## src/rtl/common_pkg.sv

```systemverilog
// Shared types and defaults for the array column output path.
// Provides the drain word type, the drain collector FSM state encoding
// and the default drain geometry constants.
package common_pkg;

  localparam int unsigned DATA_W = 16;

  typedef logic [DATA_W-1:0] data_t;

  typedef enum logic [1:0] {
    IDLE    = 2'd0,
    WAIT    = 2'd1,
    CAPTURE = 2'd2
  } drain_col_state_e;

  localparam int unsigned DRAIN_ROWS       = 4;
  localparam int unsigned DRAIN_FIFO_DEPTH = 8;
  localparam int unsigned DRAIN_LATENCY    = 2;

endpackage

```

## src/rtl/sync_fifo.sv

```systemverilog
// First-word-fall-through synchronous FIFO, reusable by output buffers.
// Ports:
//   clk_i, rst_i     clock, synchronous active-low reset
//   push_i, data_i   write request and word
//   pop_i            read request (ignored while empty)
//   data_o           head word, valid while !empty_o
//   full_o, empty_o  occupancy flags from the registered level
//   level_o          registered occupancy, 0..DEPTH
// DEPTH must be a power of two so the pointers wrap naturally.
// A push while full is dropped unless a pop frees a slot on the same edge.
module sync_fifo #(
  parameter int unsigned WIDTH = 16,
  parameter int unsigned DEPTH = 8
) (
  input  logic                       clk_i,
  input  logic                       rst_i,
  input  logic                       push_i,
  input  logic [WIDTH-1:0]           data_i,
  input  logic                       pop_i,
  output logic [WIDTH-1:0]           data_o,
  output logic                       full_o,
  output logic                       empty_o,
  output logic [$clog2(DEPTH):0]     level_o
);

  localparam int unsigned PW = (DEPTH > 1) ? $clog2(DEPTH) : 1;
  localparam int unsigned LW = $clog2(DEPTH) + 1;

  logic [WIDTH-1:0] mem_q [DEPTH];
  logic [PW-1:0]    rd_ptr_q, wr_ptr_q;
  logic [LW-1:0]    level_q;
  logic             do_push, do_pop;

  assign full_o  = (level_q == LW'(DEPTH));
  assign empty_o = (level_q == '0);
  assign level_o = level_q;
  assign data_o  = mem_q[rd_ptr_q];

  assign do_pop  = pop_i && !empty_o;
  assign do_push = push_i && (!full_o || do_pop);

  // Pointers and occupancy
  always_ff @(posedge clk_i) begin
    if (!rst_i) begin
      rd_ptr_q <= '0;
      wr_ptr_q <= '0;
      level_q  <= '0;
    end else begin
      if (do_push) wr_ptr_q <= wr_ptr_q + PW'(1);
      if (do_pop)  rd_ptr_q <= rd_ptr_q + PW'(1);
      level_q <= level_q + LW'(do_push) - LW'(do_pop);
    end
  end

  // Storage needs no reset: entries are only read while counted in level
  always_ff @(posedge clk_i) begin
    if (do_push) mem_q[wr_ptr_q] <= data_i;
  end

endmodule

```

## src/rtl/drain_collector.sv

```systemverilog
// Drain collector: captures a fixed-length burst of words from the top drain
// channel of an array column and buffers them for the output writer.
// Ports:
//   clk_i, rst_i      clock, synchronous active-low reset
//   start_i           request to begin a drain burst
//   start_ready_o     idle and at least ROWS free FIFO slots
//   ch_up_i           word stream from the top drain channel (no valid bit)
//   res_valid_o       FIFO head valid
//   res_data_o        FIFO head word
//   res_ready_i       consumer accepts the head
//   res_last_o        head is the final word of its burst
//                     (only with DRAIN_COLLECTOR_LAST_EN defined)
//   busy_o            burst in progress
//   level_o           registered FIFO occupancy
// Optional feature macro: DRAIN_COLLECTOR_LAST_EN adds res_last_o and one
// extra stored bit per FIFO entry.
module drain_collector
  import common_pkg::*;
#(
  parameter int unsigned ROWS    = DRAIN_ROWS,
  parameter int unsigned DEPTH   = DRAIN_FIFO_DEPTH,
  parameter int unsigned LATENCY = DRAIN_LATENCY
) (
  input  logic                    clk_i,
  input  logic                    rst_i,
  input  logic                    start_i,
  output logic                    start_ready_o,
  input  logic [DATA_W-1:0]       ch_up_i,
  output logic                    res_valid_o,
  output logic [DATA_W-1:0]       res_data_o,
  input  logic                    res_ready_i,
`ifdef DRAIN_COLLECTOR_LAST_EN
  output logic                    res_last_o,
`endif
  output logic                    busy_o,
  output logic [$clog2(DEPTH):0]  level_o
);

  localparam int unsigned LW        = $clog2(DEPTH) + 1;
  localparam int unsigned RCW       = (ROWS > 1) ? $clog2(ROWS) : 1;
  localparam int unsigned WCW       = (LATENCY > 2) ? $clog2(LATENCY - 1) : 1;
  localparam int unsigned WAIT_LOAD = (LATENCY > 1) ? (LATENCY - 2) : 0;
`ifdef DRAIN_COLLECTOR_LAST_EN
  localparam int unsigned FW = DATA_W + 1;
`else
  localparam int unsigned FW = DATA_W;
`endif

  drain_col_state_e state_q, state_d;
  logic [WCW-1:0]   wait_cnt_q, wait_cnt_d;
  logic [RCW-1:0]   row_cnt_q, row_cnt_d;
  logic             accept_c;
  logic             push_c;
  logic             fifo_full, fifo_empty;
  logic [FW-1:0]    fifo_wdata, fifo_rdata;

  // Admission reserves a whole burst of slots since the channel cannot stall
  assign start_ready_o = (state_q == IDLE) && (level_o <= LW'(DEPTH - ROWS));
  assign accept_c      = start_i && start_ready_o;
  assign busy_o        = (state_q != IDLE);
  assign res_valid_o   = !fifo_empty;

  // State and counter registers
  always_ff @(posedge clk_i) begin
    if (!rst_i) begin
      state_q    <= IDLE;
      wait_cnt_q <= '0;
      row_cnt_q  <= '0;
    end else begin
      state_q    <= state_d;
      wait_cnt_q <= wait_cnt_d;
      row_cnt_q  <= row_cnt_d;
    end
  end

  // Next state: WAIT covers the cycles between acceptance and the first word
  always_comb begin
    state_d    = state_q;
    wait_cnt_d = wait_cnt_q;
    row_cnt_d  = row_cnt_q;
    case (state_q)
      IDLE: begin
        if (accept_c) begin
          row_cnt_d = '0;
          if (LATENCY > 1) begin
            state_d    = WAIT;
            wait_cnt_d = WCW'(WAIT_LOAD);
          end else begin
            state_d = CAPTURE;
          end
        end
      end
      WAIT: begin
        if (wait_cnt_q == '0) state_d = CAPTURE;
        else                  wait_cnt_d = wait_cnt_q - WCW'(1);
      end
      CAPTURE: begin
        if (row_cnt_q == RCW'(ROWS - 1)) begin
          state_d   = IDLE;
          row_cnt_d = '0;
        end else begin
          row_cnt_d = row_cnt_q + RCW'(1);
        end
      end
      default: state_d = IDLE;
    endcase
  end

  // Outputs: push every CAPTURE cycle, tag the final row when enabled
  always_comb begin
    push_c = (state_q == CAPTURE);
`ifdef DRAIN_COLLECTOR_LAST_EN
    fifo_wdata = {push_c && (row_cnt_q == RCW'(ROWS - 1)), ch_up_i};
`else
    fifo_wdata = ch_up_i;
`endif
  end

  sync_fifo #(
    .WIDTH (FW),
    .DEPTH (DEPTH)
  ) u_fifo (
    .clk_i   (clk_i),
    .rst_i   (rst_i),
    .push_i  (push_c),
    .data_i  (fifo_wdata),
    .pop_i   (res_ready_i),
    .data_o  (fifo_rdata),
    .full_o  (fifo_full),
    .empty_o (fifo_empty),
    .level_o (level_o)
  );

  assign res_data_o = fifo_rdata[DATA_W-1:0];
`ifdef DRAIN_COLLECTOR_LAST_EN
  assign res_last_o = res_valid_o && fifo_rdata[FW-1];
`endif

  // Admission should make this unreachable; the FIFO drops the word if not
  always_ff @(posedge clk_i) begin
    if (rst_i) begin
      assert (!(push_c && fifo_full && !(res_valid_o && res_ready_i)))
        else $error("drain_collector: push to full FIFO, word dropped");
    end
  end

endmodule

```

## config.mk

```make
export PLATFORM = sky130hd
export DESIGN_NAME = drain_collector
export DESIGN_NICKNAME = d
export VERILOG_FILES = /design/src/rtl/common_pkg.sv /design/src/rtl/sync_fifo.sv /design/src/rtl/drain_collector.sv
export SDC_FILE = /design/constraint.sdc
export NUM_CORES = 1
export LEC_CHECK = 0
export BUFFER_PORTS_ARGS = -buffer_cell sky130_fd_sc_hd__buf_2
export CORE_UTILIZATION = 59
export CTS_BUF_LIST = sky130_fd_sc_hd__clkbuf_16
export DETAILED_ROUTE_END_ITERATION = 8
export PLACE_DENSITY = 0.83
export SETUP_SLACK_MARGIN = 0.05
export SKIP_CTS_REPAIR_TIMING = 1
export SLEW_MARGIN = 20
export SYNTH_ARGS = -nofsm -noshare
export SYNTH_HDL_FRONTEND = slang
export SYNTH_SLANG_ARGS = --single-unit
```

## constraint.sdc

```tcl
create_clock -name clk_i -period 3.6 [get_ports clk_i]
set_input_delay 0.54 -clock clk_i [delete_from_list [all_inputs] [get_ports clk_i]]
set_output_delay 0.54 -clock clk_i [all_outputs]
set_load 0.1 [all_outputs]
```

==> flow_metrics.tcl, run 1 <==
set metrics [dict create \
    cts_tree "built" \
    gp_congestion 0.730 \
    synthesis.area_um2 5840 \
    p_per_area_nw_per_um2 778 \
    antenna_found_initial 0 \
    postLayoutCoreUtil 0.731 \
    synth-compound-area-share 0.0137 \
    critical_path_class "reg -> out" \
    die-height_um 102 \
    path_buf_inv 2 \
    internal_power_uw 3490 \
    setup_viol 0 \
    synthAdderAreaFrac 0.0248 \
    pwr-share-clk 0.354 \
    async_flop_share 0 \
    synth_top_family_by_area "multiplexers" \
    layout_common_cells "edfxtp_1 (128), buf_2 (42), mux4_1 (28)" \
    cts_max_level 4 \
    ff2ff_setup_slack_ps 1140 \
    period_needed_ps 3050 \
    diodes 0 \
    nets 376 \
    ios 43 \
    fin_setup_tns_ps 0 \
    cts_root_buf "clkbuf_16" \
    grt_overflow 0 \
    die_area_um2 10300 \
    grt_use_total 0.234 \
    rows 35 \
    numPortBuffers 42 \
    crit_family "multiplexers" \
    synthMuxAreaShare 0.182 \
    clk_pin_slew_worst_paths_ps 70 \
    layout-drive-gt1-share 0.296 \
    worstPathCellList "buf_4, mux4_1, mux2_2, buf_2" \
    vias 2915 \
    yosys_warnings 0 \
    p_sw_frac 0.347 \
    synth_cell_types 40 \
    hold_viol 0 \
    grt_pass1_vias 2916 \
    crit_arrival_ps 2510 \
    post-route-period-util 0.847 \
    core_area_um2 9420 \
    first_iter_violations 181 \
    synth_edf_count 128 \
    synth_xor_area_frac 0.00150 \
    synth-seq-cells 145 \
    switching_power_uw 1860 \
    clk_latency_ps 410 \
    stdcell_count 487 \
    synth_top_area_cell "edfxtp_1" \
    wl_per_cell_um 22.1 \
    synth_top_area_frac 0.658 \
    ir_worst_vdd_mv 0.756 \
    start_util 0.620 \
    seq_power_share 0.365 \
    dp_hpwl_mm 6.06 \
    cpMaxStageDelayCell "mux4_1" \
    syn_avg_cell_area_um2 20.4 \
    syn_to_final_growth_pct 17.8 \
    die_w_um 102 \
    end_kind "output port" \
    cts_inserted_buffers 17 \
    wl_mm 10.8 \
    worstReg2RegStart "u_fifo.level_o[2]$_SDFF_PN0_" \
    pwr-share-comb 0.281 \
    grt_pass1_wl_mm 16.5 \
    synth_nets 318 \
    route.detailed.drc 0 \
    cap_violations 0 \
    final_common_cell "edfxtp_1" \
    syn_inst 287 \
    maxSlewViolCount 0 \
    status "finished clean" \
    grt_max_degree 33 \
    slew_headroom 0.378 \
    ys_seq_area_frac 0.716 \
    tightest_slew_ps 932 \
    rsz0062_at_grt "no" \
    slowest_delay_ps 700 \
    crit_path_start_kind "flop" \
    clkSinkCount 145 \
    first_pass_iters 4 \
    vias_per_cell 5.99 \
    hp-start "ch_up_i[11]" \
    crit_required_ps 3060 \
    clk_path_buf_depth 2 \
    path_max_fanout 32 \
    placed_cells 455 \
    p_leak_uw 0.00242 \
    synth-main-ff-cell "edfxtp_1" \
    timing.fmax_ghz 0.328 \
    ant_nets 0 \
    min_path_type "in -> reg" \
    clock_skew_ps 10.3 \
    yosys.area_share.simple 0.0416 \
    synthTopCellsByArea "edfxtp_1 (66%), mux4_1 (13%), dfxtp_1 (5.8%)" \
]
[worst paths after layout]
| check | to | cells after the start |
|---|---|---|
| max | res_data_o[6] | 4 |
| min | u_fifo.mem_q[4][11]$_DFFE_PP_ | 1 |
| max reg2reg | u_fifo.mem_q[2][4]$_DFFE_PP_ | 7 |
| min reg2reg | flop | 2 |
[sequential cells by signal, summed over array words and instances (netlist names), named ones only]
register and count:
u_fifo.level_o 4, state_q 2, row_cnt_q 2, u_fifo.wr_ptr_q 3, u_fifo.rd_ptr_q 3, u_fifo.mem_q 128
[final cells by class]
| cell class | count | area [um^2] |
|---|---|---|
| multi-input combinational | 120 | 1580 |
| clock inverter | 15 | 219 |
| tap | 129 | 161 |
| inverter | 11 | 41.3 |
| sequential | 145 | 4180 |
| timing repair buffer | 50 | 270 |
| clock buffer | 17 | 425 |
| fill | 545 | 2540 |
[synth_stat cells (3+ instances only)]
master,instances
a21oi_1,5
and4b_1,3
buf_6,4
clkbuf_1,3
dfxtp_1,17
edfxtp_1,128
ha_1,10
inv_1,11
mux2_2,16
mux2i_1,6
mux4_1,28
mux4_2,4
nand2_1,7
nand2b_1,6
nand3_1,3
nor2_1,7
[layer usage]
metal  GRT usage  vias up  wire length (um)
met5           0        -                 0
met4      0.0803        0               133
met3      0.0663       10               699
met2       0.378       99              5600
met1       0.310     1496              4330
li1            -     1310                 -
[logic make-up after synthesis]
group	after synthesis
flip-flops	145
multiplexers	54
AO/OA/AOI/OAI	13
XOR/XNOR	1
AND/OR/NAND/NOR	41
adder cells (fa/ha/maj)	11
buffers and inverters	22
[through the flow]
stage	setup slack, ps	hold slack (ps)	area, um^2	power [uW]
4_1_cts	544	387	6880	5380
6_report	551	411	6880	5350
5_1_grt	484	385	6880	5540
2_1_floorplan	178	449	5860	3270
3_5_place_dp	1060	476	6230	3490
3_3_place_gp	1080	463	6230	3460
[power by group through the flow]
stage | combinational, uW | clock, uW | sequential (uW)
4_1_cts | 1510 | 1910 | 1950
2_1_floorplan | 1150 | 0 | 2110
6_report | 1500 | 1890 | 1950
5_1_grt | 1590 | 1990 | 1960
3_3_place_gp | 1480 | 0 | 1980
3_5_place_dp | 1500 | 0 | 1990
(Power assumes the default switching activity.)
==> inputs of run 2 (changes only) <==
--- a/config.mk
+++ b/config.mk
@@ -6,10 +6,10 @@
 export NUM_CORES = 1
 export LEC_CHECK = 0
 export BUFFER_PORTS_ARGS = -buffer_cell sky130_fd_sc_hd__buf_2
-export CORE_UTILIZATION = 59
+export CORE_UTILIZATION = 54
 export CTS_BUF_LIST = sky130_fd_sc_hd__clkbuf_16
 export DETAILED_ROUTE_END_ITERATION = 8
-export PLACE_DENSITY = 0.83
+export PLACE_DENSITY = 0.81
 export SETUP_SLACK_MARGIN = 0.05
 export SKIP_CTS_REPAIR_TIMING = 1
 export SLEW_MARGIN = 20
==> constraint.sdc (replaced) <==
create_clock -name clk_i -period 2.5 [get_ports clk_i]
set_input_delay 0.375 -clock clk_i [delete_from_list [all_inputs] [get_ports clk_i]]
set_output_delay 0.375 -clock clk_i [all_outputs]
set_load 0.1 [all_outputs]
==> run 2 against run 1 <==
  * Sequential share of layout area down 2.2 points
  * Total power up 47%
  * Via count increased by 0.10%
  * Setup slack worse by 510 ps
  * Critical endpoint is now res_data_o[5]
  * Clock skew is 1.3 ps lower
  * Non-clock buffer count increased by 14
  * Largest power group unchanged
  * Design area increased by 4.0%
  * Critical path type unchanged
  * Sequential power rose by 46%
==> flow_metrics.tcl, run 2 (synthesis results as in run 1) <==
set metrics [dict create \
    status "finished clean" \
    wl_mm 11.1 \
    layout_common_cells "edfxtp_1 (128), buf_2 (26), mux4_1 (20)" \
    rsz0062_at_grt "yes" \
    post-route-period-util 0.982 \
    largest_register_ffs 128 \
    ir_worst_vdd_mv 1.13 \
    ant_nets 0 \
    power.total_uw 7890 \
    diodes 0 \
    end_kind "output port" \
    cts_tree "built" \
    antenna_found_initial 0 \
    numPortBuffers 42 \
    p_sw_frac 0.346 \
    slowest_delay_ps 610 \
    vias_per_cell 5.74 \
    layout-drive-gt1-share 0.358 \
    regMostFlops "u_fifo.mem_q" \
    place_area_um2 6410 \
    worstPathCellList "buf_12, mux4_1, mux2_2, buf_8" \
    syn_to_final_growth_pct 22.5 \
    die_w_um 106 \
    switching_power_uw 2730 \
    wl_per_cell_um 21.8 \
    maxSlewViolCount 0 \
    pwr-share-comb 0.312 \
    clk_pin_slew_worst_paths_ps 60 \
    r2r-end "u_fifo.level_o[2]$_SDFF_PN0_" \
    period_needed_ps 2460 \
    clkSinkCount 145 \
    setup_viol 0 \
    hp-start "ch_up_i[12]" \
    critical_path_class "reg -> out" \
    die-height_um 106 \
    cap_violations 0 \
    crit_required_ps 2120 \
    slew_headroom 0.677 \
    worstReg2RegStart "u_fifo.level_o[2]$_SDFF_PN0_" \
    path_max_fanout 12 \
    dp_hpwl_mm 6.41 \
    clock_skew_ps 9.00 \
    die_area_um2 11200 \
    p_leak_uw 0.00251 \
    core_area_um2 10400 \
    first_pass_iters 4 \
    crit_path_start_kind "flop" \
    final_common_cell "edfxtp_1" \
    route.detailed.drc 0 \
    pwr-share-clk 0.329 \
    clk_path_buf_depth 2 \
    hold_viol 0 \
    grt_pass1_vias 2992 \
    internal_power_uw 5160 \
    gp_congestion 0.720 \
    reg.largest.list "u_fifo.mem_q: 128 flops, u_fifo.level_o: 4 flops" \
    vias 2918 \
    grt_overflow 0 \
    min_path_type "in -> reg" \
    ios 43 \
    crit_arrival_ps 2080 \
    tightest_slew_ps 488 \
    ff2ff_setup_slack_ps 290 \
    grt_use_total 0.205 \
    nets 390 \
    worst_slack_ps 44.4 \
    clk_latency_ps 410 \
    design_area_um2 7160 \
    grt_max_degree 33 \
    rows 37 \
    cts_inserted_buffers 17 \
    fillerInstances 642 \
    first_iter_violations 256 \
    timing.fmax_ghz 0.407 \
    cpMaxStageDelayCell "mux4_1" \
    seq_power_share 0.360 \
    holdPathEnd "u_fifo.mem_q[6][12]$_DFFE_PP_" \
    dp_slack_ps 320 \
    reg2reg_depth 11 \
    cts_root_buf "clkbuf_16" \
    hold_depth 1 \
    start_util 0.561 \
    p_per_area_nw_per_um2 1100 \
    grt_pass1_wl_mm 16.4 \
    cts_max_level 4 \
]
-- run 2: changes by cell type in the layout (fill, tap and decap cells not counted), moves of 3 or more --
| cell | previous run | this run |
|---|---|---|
| buf_12 | 0 | 6 |
| buf_6 | 0 | 12 |
| buf_4 | 8 | 16 |
| mux4_1 | 28 | 20 |
| buf_2 | 42 | 26 |
| mux4_2 | 4 | 12 |
| dfxtp_1 | 17 | 12 |
| clkinvlp_4 | 0 | 4 |
| buf_8 | 0 | 3 |
| dfxtp_4 | 0 | 3 |
-- run 2: worst max path at each step --
stage | start | to
after floorplan | u_fifo.level_o[2]$_SDFF_PN0_ | u_fifo.mem_q[1][0]$_DFFE_PP_
after global placement | flop | res_data_o[7]
after detailed placement | u_fifo.level_o[2]$_SDFF_PN0_ | u_fifo.level_o[2]$_SDFF_PN0_
after CTS | flop | res_data_o[0]
after global routing | flop | res_data_o[5]
final | flop | res_data_o[5]
-- run 2: per-layer routing --
layer,wire length [um],global-route usage,share of wire,vias up
met5,0,0,0,-
met4,168,0.0942,0.015,0
met3,355,0.0454,0.032,14
met2,6030,0.339,0.54,74
met1,4530,0.261,0.41,1509
li1,-,-,-,1321
-- run 2: critical path: cells and delay by family, from the launching register on --
family	cells	cell delay [ps]
buffers and inverters	2	360
multiplexers	2	910
flip-flops	1	400
-- run 2: layout make-up --
| cell class | count | area (um^2) | area share |
|---|---|---|---|
| sequential | 145 | 4200 | 0.587 |
| tap | 136 | 170 | 0.0238 |
| clock buffer | 17 | 425 | 0.0595 |
| timing repair buffer | 64 | 576 | 0.0804 |
| clock inverter | 15 | 184 | 0.0257 |
| inverter | 11 | 41.3 | 0.00577 |
| multi-input combinational | 120 | 1560 | 0.218 |
-- run 2: metrics by stage --
stage	setup TNS, ps	cells	util	hold WS (ps)
5_1_grt	-5.55	508	0.687	227
6_report	0	508	0.687	226
4_1_cts	-1180	507	0.674	217
3_5_place_dp	0	475	0.615	495
3_3_place_gp	0	475	0.615	486
2_1_floorplan	0	287	-	449
-- run 2: power groups by stage --
stage | Combinational, uW | Sequential (uW) | Clock, uW
floorplan | 1680 | 3060 | 0
global placement | 2210 | 2870 | 0
detailed placement | 2240 | 2870 | 0
CTS | 2250 | 2830 | 2610
global route | 2570 | 2850 | 2700
finish | 2460 | 2840 | 2590
==> inputs of run 3 (changes only) <==
--- a/config.mk
+++ b/config.mk
@@ -6,6 +6,7 @@
 export NUM_CORES = 1
 export LEC_CHECK = 0
 export BUFFER_PORTS_ARGS = -buffer_cell sky130_fd_sc_hd__buf_2
+export CORE_MARGIN = 10
 export CORE_UTILIZATION = 54
 export CTS_BUF_LIST = sky130_fd_sc_hd__clkbuf_16
 export DETAILED_ROUTE_END_ITERATION = 8
@@ -16,3 +17,4 @@
 export SYNTH_ARGS = -nofsm -noshare
 export SYNTH_HDL_FRONTEND = slang
 export SYNTH_SLANG_ARGS = --single-unit
+export TNS_END_PERCENT = 100
==> run 3 against run 2 <==
  * Die area increased by 37%
  * Sequential power hardly changed
  * Clock skew barely moved
  * Design area fell by 1.0%
  * Final cell count did not move
  * Non-clock buffer count is the same
  * First-iteration DRC count shrank 17%
  * Routed wire length rose by 9.2%
  * Total power is 2.7% lower
  * Largest cell class unchanged
==> flow_metrics.tcl, run 3 (synthesis results as in run 1) <==
set metrics [dict create \
    die-height_um 124 \
    setup_viol 0 \
    cts_tree "built" \
    grt_overflow 0 \
    nets 390 \
    final_common_cell "edfxtp_1" \
    core_area_um2 10400 \
    antenna_found_initial 0 \
    grt_util_met2 0.274 \
    seqCellArea_um2 4200 \
    fillerInstances 672 \
    critical_path_class "reg -> out" \
    grt_pass1_vias 3081 \
    crit_required_ps 2120 \
    p_per_area_nw_per_um2 1080 \
    reg2reg_depth 11 \
    wl_mm 12.1 \
    first_pass_iters 4 \
    critical_path.most_common_cell "buf_6" \
    die_w_um 124 \
    start_util 0.561 \
    worstReg2RegStart "u_fifo.level_o[2]$_SDFF_PN0_" \
    rsz0062_at_grt "yes" \
    post-route-period-util 0.977 \
    period_needed_ps 2440 \
    design_area_um2 7080 \
    largest_register_ffs 128 \
    vias 2962 \
    multi_input_area_um2 1570 \
    hold_depth 1 \
    regMostFlops "u_fifo.mem_q" \
    first_iter_violations 212 \
    cpMaxStageDelayCell "mux4_1" \
    grt_max_degree 33 \
    layout-drive-gt1-share 0.344 \
    stdcell_count 508 \
    ios 43 \
    numPortBuffers 42 \
    cts_inserted_buffers 17 \
    rows 37 \
    clkSinkCount 145 \
    cts_max_level 4 \
    diodes 0 \
    path_max_fanout 8 \
    status "finished clean" \
    holdWs_ps 222 \
    slowest_delay_ps 580 \
    p_leak_uw 0.00249 \
    grt_pass1_wl_mm 17.6 \
    grtUsageMet3 0.0412 \
    die_area_um2 15400 \
    grt_use_total 0.159 \
    cts_root_buf "clkbuf_16" \
    cap_violations 0 \
    ant_nets 0 \
    slew_headroom 0.675 \
    syn_to_final_growth_pct 21.2 \
    grt_use_met1 0.184 \
    hp-start "ch_up_i[14]" \
    dp_hpwl_mm 6.87 \
    holdPathEnd "u_fifo.mem_q[1][14]$_DFFE_PP_" \
    r2r-end "u_fifo.level_o[2]$_SDFF_PN0_" \
    clk_pin_slew_worst_paths_ps 70 \
    route.detailed.drc 0 \
    gp_congestion 0.752 \
    worstPathCellList "buf_6, mux4_1, mux2_2, buf_6" \
    crit_family "multiplexers" \
    grt-busiest-layer "met2" \
    clock_skew_ps 9.42 \
    place_area_um2 6380 \
    end_kind "output port" \
    vias_per_cell 5.83 \
    crit_arrival_ps 2070 \
    hold_viol 0 \
    timing.fmax_ghz 0.409 \
    maxSlewViolCount 0 \
    power.total_uw 7670 \
    wl_per_cell_um 23.8 \
    crit_path_start_kind "flop" \
    tightest_slew_ps 491 \
    path_buf_inv 2 \
    layout_common_cells "edfxtp_1 (128), buf_2 (26), mux4_1 (25)" \
    ff2ff_setup_slack_ps 340 \
    ir_worst_vdd_mv 1.09 \
    placed_cells 475 \
    reg.largest.list "u_fifo.mem_q: 128 flops, u_fifo.level_o: 4 flops" \
    clk_latency_ps 420 \
    clk_path_buf_depth 2 \
    min_path_type "in -> reg" \
    postLayoutCoreUtil 0.680 \
]
==> run 3: power breakdown <==
part | internal, uW | switching, uW | leakage, uW
registers | 2750 | 88.1 | 0.00129
clock network | 1400 | 1030 | 0.000274
logic | 772 | 1640 | 0.000920
==> run 3: per-layer routing <==
metal | part of all wire | routed length [um]
met1 | 0.39 | 4730
met2 | 0.55 | 6650
met5 | 0 | 0
met4 | 0.018 | 222
met3 | 0.041 | 497
==> run 3: area by class of cell <==
| cell class | count | area share |
|---|---|---|
| multi-input combinational | 120 | 0.222 |
| inverter | 11 | 0.00583 |
| clock inverter | 15 | 0.0214 |
| tap | 136 | 0.0240 |
| clock buffer | 17 | 0.0601 |
| sequential | 145 | 0.593 |
| timing repair buffer | 64 | 0.0737 |
==> run 3: worst max path at each step <==
stage / depth (start not counted) / endpoint / slack, ps / startpoint
after global routing: 4 / res_data_o[15] / -0.5 / flop
after global placement: 4 / res_data_o[2] / 390 / flop
after detailed placement: 11 / u_fifo.level_o[2]$_SDFF_PN0_ / 350 / u_fifo.level_o[2]$_SDFF_PN0_
final: 4 / res_data_o[9] / 60 / flop
after floorplan: 6 / u_fifo.mem_q[1][0]$_DFFE_PP_ / 80 / u_fifo.level_o[2]$_SDFF_PN0_
after CTS: 4 / res_data_o[7] / -190 / flop
==> run 3: per-stage QoR <==
step | setup TNS [ps] | setup slack [ps]
final | 0 | 57.5
after global routing | -0.469 | -0.469
after CTS | -1710 | -188
after detailed placement | 0 | 349
after global placement | 0 | 389
after floorplan | 0 | 83.1
